$ cat src/rtl/vxe_vpu_qecu_if.sv
// Dispatcher/EU signal bundle for vxe_vpu_qecu.
// The master drives commands and EU busy; the slave is the control unit.
interface vxe_vpu_qecu_if #(
  parameter int TH_W = 3,
  parameter int PL_W = 48
);
  logic            i_disp;
  logic [4:0]      i_cmd_op;
  logic [TH_W-1:0] i_cmd_th;
  logic [PL_W-1:0] i_cmd_pl;
  logic            o_full;
  logic            o_ovf;
  logic            o_done;
  logic            o_err;
  logic            o_eu_start;
  logic [4:0]      o_eu_op;
  logic [TH_W-1:0] o_eu_th;
  logic [PL_W-1:0] o_eu_pl;
  logic            i_eu_busy;

  modport master (
    output i_disp, i_cmd_op, i_cmd_th, i_cmd_pl, i_eu_busy,
    input  o_full, o_ovf, o_done, o_err, o_eu_start, o_eu_op, o_eu_th, o_eu_pl
  );
  modport slave (
    input  i_disp, i_cmd_op, i_cmd_th, i_cmd_pl, i_eu_busy,
    output o_full, o_ovf, o_done, o_err, o_eu_start, o_eu_op, o_eu_th, o_eu_pl
  );
endinterface

$ cat src/rtl/vxe_vpu_qecu.sv
// Queued VPU execution control unit: DEPTH-entry command FIFO feeding one EU.
// Optional busy-rise timeout enabled by defining VXE_VPU_QECU_TMO_EN.
module vxe_vpu_qecu #(
  parameter int          DEPTH   = 4,
  parameter int          TH_W    = 3,
  parameter int          PL_W    = 48,
  parameter logic [31:0] OP_MASK = 32'hFFFF_FFFF,
  parameter int          TMO_CYC = 256
) (
  input  logic           clk,
  input  logic           nrst,
  vxe_vpu_qecu_if.slave  bus
);
  localparam int AW = $clog2(DEPTH);
  localparam int CW = AW + 1;

  typedef struct packed {
    logic [4:0]      op;
    logic [TH_W-1:0] th;
    logic [PL_W-1:0] pl;
  } cmd_t;

  typedef enum logic [1:0] {IDLE, WAIT_BUSY, WAIT_IDLE} st_t;

  cmd_t            mem [DEPTH];
  cmd_t            head;
  logic [AW-1:0]   wr_ptr, rd_ptr;
  logic [CW-1:0]   cnt;
  st_t             st, nxt;
  logic            push, pop, start_d, done_d, err_d;

  assign head     = mem[rd_ptr];
  assign bus.o_full = (cnt == CW'(DEPTH));
  // A same-edge pop never frees a slot for the push: full is judged on current count.
  assign push     = bus.i_disp && !bus.o_full;

`ifdef VXE_VPU_QECU_TMO_EN
  localparam int TW = $clog2(TMO_CYC) + 1;
  logic [TW-1:0] tmo_cnt;

  always_ff @(posedge clk or negedge nrst) begin
    if (!nrst)                tmo_cnt <= '0;
    else if (start_d)         tmo_cnt <= '0;
    else if (st == WAIT_BUSY) tmo_cnt <= tmo_cnt + TW'(1);
  end
`else
  logic unused_tmo;
  assign unused_tmo = ^TMO_CYC;
`endif

  always_comb begin
    nxt     = st;
    pop     = 1'b0;
    start_d = 1'b0;
    done_d  = 1'b0;
    err_d   = 1'b0;
    case (st)
      IDLE: if (cnt != '0) begin
        pop = 1'b1;
        if (OP_MASK[head.op]) begin
          start_d = 1'b1;
          nxt     = WAIT_BUSY;
        end else begin
          done_d = 1'b1;
          err_d  = 1'b1;
        end
      end
      WAIT_BUSY: begin
        if (bus.i_eu_busy) nxt = WAIT_IDLE;
`ifdef VXE_VPU_QECU_TMO_EN
        else if (tmo_cnt == TW'(TMO_CYC - 1)) begin
          done_d = 1'b1;
          err_d  = 1'b1;
          nxt    = IDLE;
        end
`endif
      end
      WAIT_IDLE: if (!bus.i_eu_busy) begin
        done_d = 1'b1;
        nxt    = IDLE;
      end
      default: nxt = IDLE;
    endcase
  end

  always_ff @(posedge clk) begin
    if (push) mem[wr_ptr] <= '{op: bus.i_cmd_op, th: bus.i_cmd_th, pl: bus.i_cmd_pl};
  end

  always_ff @(posedge clk or negedge nrst) begin
    if (!nrst) begin
      st             <= IDLE;
      wr_ptr         <= '0;
      rd_ptr         <= '0;
      cnt            <= '0;
      bus.o_ovf      <= 1'b0;
      bus.o_done     <= 1'b0;
      bus.o_err      <= 1'b0;
      bus.o_eu_start <= 1'b0;
      bus.o_eu_op    <= '0;
      bus.o_eu_th    <= '0;
      bus.o_eu_pl    <= '0;
    end else begin
      st             <= nxt;
      bus.o_done     <= done_d;
      bus.o_err      <= err_d;
      bus.o_eu_start <= start_d;
      bus.o_ovf      <= bus.o_ovf | (bus.i_disp & bus.o_full);
      if (push) wr_ptr <= wr_ptr + AW'(1);
      if (pop)  rd_ptr <= rd_ptr + AW'(1);
      case ({push, pop})
        2'b10:   cnt <= cnt + CW'(1);
        2'b01:   cnt <= cnt - CW'(1);
        default: cnt <= cnt;
      endcase
      if (start_d) begin
        bus.o_eu_op <= head.op;
        bus.o_eu_th <= head.th;
        bus.o_eu_pl <= head.pl;
      end
    end
  end
endmodule

$ cat src/flat_wrapper.sv
// flat-port wrapper written by rule: the top's interface ports become plain ports
module vxe_vpu_qecu_flat 
#(
  parameter int          DEPTH   = 4,
  parameter int          TH_W    = 3,
  parameter int          PL_W    = 48,
  parameter logic [31:0] OP_MASK = 32'hFFFF_FFFF,
  parameter int          TMO_CYC = 256
)
  (clk, nrst, bus_i_disp, bus_i_cmd_op, bus_i_cmd_th, bus_i_cmd_pl, bus_i_eu_busy, bus_o_full, bus_o_ovf, bus_o_done, bus_o_err, bus_o_eu_start, bus_o_eu_op, bus_o_eu_th, bus_o_eu_pl);
  vxe_vpu_qecu_if #(.TH_W(TH_W), .PL_W(PL_W)) bus_i ();
  input  logic clk;
  input  logic nrst;
  input wire logic [$bits(bus_i.i_disp)-1:0] bus_i_disp;
  input wire logic [$bits(bus_i.i_cmd_op)-1:0] bus_i_cmd_op;
  input wire logic [$bits(bus_i.i_cmd_th)-1:0] bus_i_cmd_th;
  input wire logic [$bits(bus_i.i_cmd_pl)-1:0] bus_i_cmd_pl;
  input wire logic [$bits(bus_i.i_eu_busy)-1:0] bus_i_eu_busy;
  output wire logic [$bits(bus_i.o_full)-1:0] bus_o_full;
  output wire logic [$bits(bus_i.o_ovf)-1:0] bus_o_ovf;
  output wire logic [$bits(bus_i.o_done)-1:0] bus_o_done;
  output wire logic [$bits(bus_i.o_err)-1:0] bus_o_err;
  output wire logic [$bits(bus_i.o_eu_start)-1:0] bus_o_eu_start;
  output wire logic [$bits(bus_i.o_eu_op)-1:0] bus_o_eu_op;
  output wire logic [$bits(bus_i.o_eu_th)-1:0] bus_o_eu_th;
  output wire logic [$bits(bus_i.o_eu_pl)-1:0] bus_o_eu_pl;
  assign bus_i.i_disp = bus_i_disp;
  assign bus_i.i_cmd_op = bus_i_cmd_op;
  assign bus_i.i_cmd_th = bus_i_cmd_th;
  assign bus_i.i_cmd_pl = bus_i_cmd_pl;
  assign bus_i.i_eu_busy = bus_i_eu_busy;
  assign bus_o_full = bus_i.o_full;
  assign bus_o_ovf = bus_i.o_ovf;
  assign bus_o_done = bus_i.o_done;
  assign bus_o_err = bus_i.o_err;
  assign bus_o_eu_start = bus_i.o_eu_start;
  assign bus_o_eu_op = bus_i.o_eu_op;
  assign bus_o_eu_th = bus_i.o_eu_th;
  assign bus_o_eu_pl = bus_i.o_eu_pl;
  vxe_vpu_qecu #(.DEPTH(DEPTH), .TH_W(TH_W), .PL_W(PL_W), .OP_MASK(OP_MASK), .TMO_CYC(TMO_CYC)) u_core (.clk(clk), .nrst(nrst), .bus(bus_i));
endmodule
$ cat config.mk
export PLATFORM = sky130hd
export DESIGN_NAME = vxe_vpu_qecu_flat
export DESIGN_NICKNAME = d
export VERILOG_FILES = /design/src/rtl/vxe_vpu_qecu_if.sv /design/src/rtl/vxe_vpu_qecu.sv /design/src/flat_wrapper.sv
export SDC_FILE = /design/constraint.sdc
export NUM_CORES = 1
export LEC_CHECK = 0
export CAP_MARGIN = 10
export CELL_PAD_IN_SITES_DETAIL_PLACEMENT = 1
export CELL_PAD_IN_SITES_GLOBAL_PLACEMENT = 1
export CORE_ASPECT_RATIO = 1.5
export CORE_MARGIN = 2
export CORE_UTILIZATION = 35
export DETAILED_ROUTE_END_ITERATION = 12
export PLACE_DENSITY = 0.72
export REMOVE_ABC_BUFFERS = 1
export SYNTH_ARGS = -nofsm -noshare
export SYNTH_HDL_FRONTEND = slang
export SYNTH_SLANG_ARGS = --single-unit
$ cat constraint.sdc
create_clock -name clk -period 5.5 [get_ports clk]
set_input_delay 0.825 -clock clk [delete_from_list [all_inputs] [get_ports clk]]
set_output_delay 0.825 -clock clk [all_outputs]
set_load 0.02 [all_outputs]
==> impl_metrics.toml <==
[outcome]
outcome = "finished, final reports clean"

[placed_design]
port_buffers = 119
place_hpwl_microns = 13500
place_congestion = 0.692
dp_slack_ps = 2460
placedCellCount = 962

[synthesis]
synth_cells = 463
synth_area_per_cell_sq_um = 23.3
synth_seq_area_share_pct = 78.3
synthDistinctLibCells = 27
yosys.area_share.simple_pct = 0.744
synth_ff_type = "edfxtp_1"
synth_top_family_by_area = "multiplexers"
synth_adder_area_share_pct = 0.767
synth_compound_area_share_pct = 0.186
synth_edf_count = 224
synthMuxAreaShare_pct = 18.0
yosys_warnings = 0
synthesis.area_sq_mm = 0.0108
synth_xor_area_share_pct = 0.488
ys_async_sr_fraction_pct = 23.3
ys_seq_elements = 292

[grt]
gr-usage-all-layers_pct = 13.7
antenna_found_initial = 0
grt_pass1_vias = 5567
grt_max_degree = 69
grt_pass1_wl_microns = 33300
grt_overflow = 0

[run]
drv_cap = 0

[power]
swShare_pct = 29.8
p_switching_mw = 2.25
p_clk_share_pct = 22.4
internal_power_mw = 5.29
vdd_ir_drop_max_v = 0.000291
power_leakage_nw = 4.49
power.share.combinational_pct = 33.6
powerDensity_mw_per_mm2 = 573
seq_power_share_pct = 44.0

[timing]
setup_ws_ps = 2680
period_needed_ps = 2820
setup_tns_ps = 0
worst_clock_skew_ps = 11.0
final_max_slew_viol_count = 0
worstMarginPinSlew_ps = 981
finalSetupViolations = 0
rsz0062_at_grt = "false"
finalCritPeriodShare_pct = 51.2
finalHoldViolations = 0
holdWs_ps = 416
slew_headroom_pct = 34.6
fmax_mhz = 355

[clock_tree]
htreeDepth = 1
postCtsSetupBuffers = 0
clock_path_buffers = 3
numCtsBuffers = 25
post_cts_resized = 0
postCtsHoldBufs = 0
clkSlewWorstSetupHoldPaths_ps = 70
clk_latency_ps = 520
root_buffer = "clkbuf_16"
clock-sinks = 292
cts_tree = "built"

[die]
dieArea_sq_mm = 0.0322
die_y_microns = 219
rows = 78
io_pins = 121
core_sq_mm = 0.0303
die_w_microns = 147
initial_core_util_pct = 35.6

[drt]
avgViaCountPerCell = 4.69
drt_iter0_markers = 303
first_pass_iters = 4
vias = 4731
drt_wl_total_microns = 21400
drc_errors = 0
ant_nets = 0
wl_per_cell_microns = 21.2

[finish]
final_core_utilization_pct = 43.5
seq_area_sq_mm = 0.00843
final_common_cell = "edfxtp_1"
antenna-diode-count = 0
final_cell_mix = "edfxtp_1, clkdlybuf4s50_1, dfrtp_1"
fin_cells = 1008
drive_gt1_share_pct = 26.3
nFillCells = 2861
nets = 656
area_growth_pct = 22.2
multiInputGateArea_sq_mm = 0.00219

[setup_path]
path_cells = "nor3b_1 > clkdlybuf4s50_1"
cp-endpoint = "bus_o_full"
r2r_setup_slack_ps = 2880
rr_startpoint = "u_core.cnt[0]"
critical_path_required_ps = 4680
critPathMaxStageDelay_ps = 680
critPathKind = "reg2out"
reg2regPathDepth = 9
worstSetupStartpoint = "u_core.cnt[0]"
r2r-end = "u_core.cnt[2]"
critPathMaxFanout = 4
critPathSlowestCell = "clkdlybuf4s50_1"
arrival_ps = 1990
cp-start-kind = "flop"
end_kind = "output pin"

[worst_hold_path]
hold_class = "in2async"
[cells by family (layout without fill, tap and decap cells)]
logic type / count (synthesis) / in the layout
flops: 292 / 292
mux: 114 / 114
buf+inv: 28 / 173
simple gates: 13 / 13
fa+ha+maj: 6 / 6
xor+xnor: 6 / 6
compound gates: 3 / 3
other cells: 1 / 1
[synthesized netlist by cell type (4+ instances only)]
cell | n | share of area, %
inv_1 | 7 | 0.24
and2_1 | 4 | 0.23
mux4_2 | 56 | 12
mux2_4 | 7 | 0.98
clkbuf_1 | 5 | 0.17
edfxtp_1 | 224 | 62
buf_6 | 5 | 0.52
dfrtp_1 | 68 | 16
mux2_2 | 50 | 5.2
xnor2_1 | 4 | 0.33
ha_1 | 5 | 0.58
buf_2 | 10 | 0.46
[power by group through the flow]
stage	Sequential, mW	Clock (mW)	Combinational [mW]
2_1_floorplan	3.66	0	1.30
3_3_place_gp	3.38	0	2.43
3_5_place_dp	3.44	0	2.51
4_1_cts	3.40	1.73	2.53
5_1_grt	3.39	1.81	2.74
6_report	3.32	1.69	2.53
[area by class of cell]
class | count | share of cell area [%]
Inverter | 7 | 0.200
Timing Repair Buffer | 121 | 9.30
Sequential cell | 292 | 64.1
Tap cell | 400 | 3.80
Multi-Input combinational cell | 143 | 16.7
Clock inverter | 18 | 1.06
Clock buffer | 27 | 4.89
[layer usage]
| metal | up-vias | GRT usage (%) | routed length (microns) |
|---|---|---|---|
| li1 | 2105 | - | - |
| met1 | 2485 | 15.2 | 7760 |
| met2 | 106 | 25.9 | 12100 |
| met3 | 35 | 2.02 | 795 |
| met4 | 0 | 5.74 | 726 |
| met5 | - | 0 | 0 |
[metrics by stage]
step,cell area (sq um),power (mW)
floorplan,10600,4.96
CTS,13100,7.65
global placement,12300,5.82
global route,13200,7.94
finish,13200,7.55
detailed placement,12300,5.95
[registers in the layout (all words and copies together) (netlist names), 2 cells and up]
signal and count:
u_core.mem 224, u_core.rd_ptr 2, u_core.bus.o_eu_op 5, u_core.cnt 3
u_core.wr_ptr 2, u_core.bus.o_eu_pl 48, u_core.bus.o_eu_th 3, u_core.st 2
[worst min path at each step]
stage	slack, ps	cells past startpoint	endpoint	start
after CTS	470	1	u_core.bus.o_ovf	u_core.bus.o_ovf
after floorplan	460	1	u_core.cnt[2]	u_core.cnt[2]
after global routing	470	1	u_core.bus.o_eu_op[3]	nrst
after detailed placement	450	1	u_core.bus.o_ovf	u_core.bus.o_ovf
after global placement	450	1	u_core.bus.o_ovf	u_core.bus.o_ovf
final	420	1	u_core.bus.o_eu_pl[39]	nrst
[worst max-delay path: cells and delay by family, from the launching register on]
family        cells  cell delay (ps)
buf+inv           1              680
simple gates      1              360
flops             1              420
(Power assumes the default switching activity.)
==> RTL change 1, RTL diff (same settings) <==
Build with the macro `VXE_VPU_QECU_TMO_EN` defined.
--- a/src/rtl/vxe_vpu_qecu.sv
+++ b/src/rtl/vxe_vpu_qecu.sv
@@ -1,5 +1,7 @@
 // Queued VPU execution control unit: DEPTH-entry command FIFO feeding one EU.
 // Optional busy-rise timeout enabled by defining VXE_VPU_QECU_TMO_EN.
+`define VXE_VPU_QECU_TMO_EN
+
 module vxe_vpu_qecu #(
   parameter int          DEPTH   = 4,
   parameter int          TH_W    = 3,
Formal check against the unedited RTL: same outputs for any inputs over 10 cycles, from zero or initial values and one cycle with nrst low; that may be too few to reach the edited logic, so the function may still have changed.
==> RTL change 1 against the unedited design <==
  * Clock skew grew 0.0016 ns
  * Sequential cell count rose by 10
  * Design area rose by 6.1%
  * Synthesized cell count increased by 38%
  * Total power up 6.7%
  * Routed wire length increased by 8.4%
  * Sequential power up 5%
  * Final cell count grew 19%
  * Clock power up 24%
  * Worst setup slack improved by 0.045 ns
  * Synthesized area increased by 5.3%
  * Largest cell class unchanged
  * Highest routed layer unchanged
==> RTL change 1: results (changes against the unedited design) <==
Run status:
- Run status: completed (unchanged).

Place:
- The worst setup slack before clock tree synthesis is 2.38 ns (was 2.46 ns).
- The detailed placement HPWL is 13,900 um (was 13,500 um).

STA:
- The clock skew is 0.0125 ns (was 0.0110 ns).
- The final clock period utilization by the worst path is 50.4% (was 51.2%).

Layout:
- The combined area of the multi-input logic cells was 2470 um2 (was 2190 um2).
- The final cell count without fillers is 1,195 (was 1,008).
- The share of layout cells above drive strength 1 came to 15.3% (was 26.3%).
- The multi-input gate share of total cell area came to 17.7% (was 16.7%).
- The final layout net count came to 836 (was 656).
- The number of ordinary inverters in the final layout is 11 (was 7).

Power:
- The peak supply drop is 0.303 mV (was 0.291 mV).
- The portion of total power attributed to sequential cells is 43.2% (was 44.0%).
- The power per cell area is 577 nW/um2 (was 573 nW/um2).
- The switching power summed over all nets was 2.57 mW (was 2.25 mW).

Yosys:
- The count of distinct cell types in the synthesized netlist came to 36 (was 27).
- Ranking of synthesized cells by area: edfxtp_1, dfrtp_1, mux4_2 (unchanged).

Detailed routing:
- The met2 layer wire length in the routed design is 12,600 um (was 12,100 um).
- The total length of routed met3 wires was 857 um (was 795 um).
- The routed metal-1 wire length came to 9280 um (was 7760 um).
- The post-detailed-route via-to-cell ratio was 4.84 (was 4.69).

Clock network:
- The number of clock sinks is 302 (was 292).

Critical path:
- The end of the worst register-to-register path is u_core.cnt[1]$_DFFE_PN0P_ (was u_core.cnt[2]$_DFFE_PN0P_).
- The startpoint of the worst register-to-register path is u_core.st[1]$_DFFE_PN0P_ (was u_core.cnt[0]$_DFFE_PN0P_).

Global route:
- The met1 global-route usage is 17.5% (was 15.2%).
## RTL change 1: cell types whose count changed in the layout (fill, tap and decap cells not counted), moves of 6 or more
| cell | change |
|---|---|
| nor2_1 | +7 |
| nand2_1 | +173 |
| dfrtp_1 | +10 |
| mux2_2 | -50 |
| clkinv_1 | -7 |
| mux2_4 | -7 |
| ha_1 | +6 |
## RTL change 1: worst max path at each step
| stage | to | depth (start not counted) |
|---|---|---|
| 6_report | bus_o_full | 2 |
| 5_1_grt | bus_o_full | 2 |
| 4_1_cts | bus_o_full | 2 |
| 3_3_place_gp | u_core.mem[1][6]$_DFFE_PP_ | 3 |
| 2_1_floorplan | u_core.cnt[1]$_DFFE_PN0P_ | 6 |
| 3_5_place_dp | u_core.mem[3][6]$_DFFE_PP_ | 3 |
## RTL change 1: kinds of logic after synthesis
group / synth area share, %
flops: 76.5
mux: 11.4
xor+xnor: 0.773
fa+ha+maj: 1.39
buf+inv: 1.79
simple gates: 7.20
compound gates: 0.894
==> RTL change 2, RTL diff (config.mk and constraints unchanged) <==
Made on the original files. The 3 values of `st_t` get a one-hot encoding in 3 bits.
--- a/src/rtl/vxe_vpu_qecu.sv
+++ b/src/rtl/vxe_vpu_qecu.sv
@@ -20,7 +20,7 @@
     logic [PL_W-1:0] pl;
   } cmd_t;
 
-  typedef enum logic [1:0] {IDLE, WAIT_BUSY, WAIT_IDLE} st_t;
+  typedef enum logic [2:0] {IDLE = 3'b001, WAIT_BUSY = 3'b010, WAIT_IDLE = 3'b100} st_t;
 
   cmd_t            mem [DEPTH];
   cmd_t            head;
Behaviour: same outputs for any inputs over 10 cycles, from zero or initial values and one cycle with nrst low; not proved beyond that.
==> RTL change 2 against the unedited design <==
  * Routed wire length is 7.8% higher
  * Worst setup slack worse by 0.031 ns
  * Final cell count up 1.8%
  * Global-route usage increased by 0.70 points
  * First-iteration DRC count is 21% higher
  * Register-to-register slack improved by 0.13 ns
  * Count of clock-buffer cells in the layout stayed put
  * Design area is 2.8% higher
  * Clock skew is essentially flat
  * Utilization rose by 0.24 points
  * Sequential cell count grew 1
  * Total power increased by 8.4%
  * Synthesized area rose by 1.7%
  * Largest power group unchanged
==> RTL change 2: results (changes against the unedited design) <==
Global route:
- The aggregate global-route resource usage came to 14.4% (was 13.7%).
- The pin count of the biggest net entering global routing is 70 (was 69).
- The number of global-route vias before repair was 5,581 (was 5,567).
- The global-route wire length before repair was 35,400 um (was 33,300 um).
- The initial antenna violation count is 1 (was 0).

Clock network:
- The clock transition at the registers of the reported paths was 0.07 ns (about the same).
- The number of hold buffers added after cts is 0 (unchanged).
- The number of post-CTS setup repair buffers is 0 (unchanged).
- The worst-skew pair later-pin latency is 0.55 ns (was 0.52 ns).
- The maximum buffer depth of the clock tree is 3 (unchanged).
- The number of buffers created by CTS is 27 (was 25).

Layout:
- The share of layout cells above drive strength 1 is 27.9% (was 26.3%).
- The final layout net count came to 666 (was 656).
- The filler cell count is 2,828 (was 2,861).
- Biggest registers after layout: u_core.mem: 224 flops, u_core.bus.o_eu_pl: 48 flops, u_core.bus.o_eu_op: 5 flops (unchanged).

Yosys:
- The number of enable flip-flop cells after synthesis is 224 (unchanged).
- The share of flip-flops with an asynchronous set or reset after synthesis is 23.5% (was 23.3%).
- Ranking of synthesized cells by area: edfxtp_1, dfrtp_1, mux4_2 (unchanged).
- Most instantiated cells after synthesis: edfxtp_1, dfrtp_1, mux4_2, mux2_4, mux2_2 (was edfxtp_1, dfrtp_1, mux4_2, mux2_2, buf_2).
- The sequential cell area fraction in the yosys report is 77.2% (was 78.3%).
- The fraction of synthesized cell area in xor and xnor cells is 0.480% (was 0.488%).
- The count of distinct cell types in the synthesized netlist was 31 (was 27).
- The multiplexer fraction of the synthesized cell area was 18.6% (was 18.0%).
- The post-synthesis adder-cell area fraction is 0.754% (was 0.767%).
- The share of the synthesized area in compound gates (AO/OA/AOI/OAI) is 0.354% (was 0.186%).

STA:
- The slew of the pin with the lowest slew margin is 0.991 ns (was 0.981 ns).
- The clock skew came to 0.0114 ns (was 0.0110 ns).

Power:
- The leakage power came to 4.69 nW (was 4.49 nW).
- The peak supply drop was 0.257 mV (was 0.291 mV).

Critical path:
- The largest fanout on the critical path is 4 (unchanged).
- The worst path arrival time was 2.02 ns (was 1.99 ns).
- The depth of the worst register-to-register path is 3 (was 9).

Detailed routing:
- The first-pass detailed-route iteration total was 6 (was 4).
- The routed wire length came to 23,100 um (was 21,400 um).
- The number of vias in the routed layout is 4,832 (was 4,731).
- The total length of routed met3 wires was 824 um (was 795 um).
- The count of routing violations after the opening detailed-route iteration is 368 (was 303).
- The routed metal-1 wire length is 8370 um (was 7760 um).
- The met2 layer wire length in the routed design came to 13,400 um (was 12,100 um).

Run status:
- Run status: completed (unchanged).

Place:
- The quantity of I/O buffers inserted on ports came to 119 (unchanged).
- The area after detailed placement is 12,500 um2 (was 12,300 um2).
- The detailed placement HPWL is 14,500 um (was 13,500 um).
- The weighted congestion at the end of routability-driven global placement is 0.671 (was 0.692).
RTL change 2: cell count changes in the layout (fill, tap and decap cells not counted), sizes merged, moves of 2 or more:
cell / delta
nand2b: -2
nor2: +2
clkinvlp: +2
clkinv: -5
bufinv: +6
nor2b: +2
inv: +2
RTL change 2: cell type report:
cell class              count  share of cell area [%]
multi-input cells         148                    17.0
well taps                 405                    3.74
diodes                      1                  0.0185
inverters                   8                   0.231
repair buffers            122                    8.95
clock buffers              27                    4.99
clock inverters            22                    2.53
flip-flops and latches    293                    62.5
RTL change 2: power breakdown:
| group | total [mW] | switching [mW] | internal [mW] |
|---|---|---|---|
| Clock | 2.13 | 0.842 | 1.29 |
| Sequential | 3.34 | 0.297 | 3.05 |
| Combinational | 2.71 | 1.29 | 1.42 |
RTL change 2: layer usage:
metal / GRT usage [%] / vias to the layer above
met3: 2.29 / 34
met4: 4.35 / 0
met2: 27.6 / 92
li1: - / 2139
met5: 0 / -
met1: 16.3 / 2567
RTL change 2: path summary, 6_finish.rpt:
check | startpoint | endpoint | slack [ns]
setup / recovery | u_core.cnt[0]$_DFFE_PN0P_ | bus_o_full | 2.65
hold / removal | nrst | u_core.bus.o_eu_pl[27]$_DFFE_PN0P_ | 0.43
setup reg to reg | u_core.rd_ptr[0]$_DFFE_PN0P_ | u_core.bus.o_eu_pl[20]$_DFFE_PN0P_ | 3.01
hold reg to reg | u_core.bus.o_ovf$_DFF_PN0_ | u_core.bus.o_ovf$_DFF_PN0_ | 0.46
max in group asynchronous | nrst | u_core.rd_ptr[0]$_DFFE_PN0P_ | 4.31
min in group clk | u_core.bus.o_ovf$_DFF_PN0_ | u_core.bus.o_ovf$_DFF_PN0_ | 0.46
RTL change 2: through the flow:
stage                     power (mW)  cells  worst slack [ns]  utilization [%]
after floorplan                 5.11    449              2.17                -
after global placement          5.99    976              2.54             40.4
after detailed placement        6.16    976              2.40             40.4
after CTS                       8.31   1025              2.60             43.7
after global routing            8.55   1025              2.49             43.7
final                           8.18   1026              2.65             43.7
RTL change 2: cells by family (layout without fill, tap and decap cells):
kind of cell,Yosys count,after routing
other,1,2
multiplexers,115,115
AND/OR/NAND/NOR,15,15
AO/OA/AOI/OAI,5,5
adder cells (fa/ha/maj),6,6
XOR/XNOR,6,6
flip-flops,293,293
buffers and inverters,28,179
RTL change 2: worst max-delay path, stage by stage, from the launching register on:
cell	delay (ns)
dfrtp_1	0.43
nor3b_1	0.37
clkdlybuf4s50_1	0.68
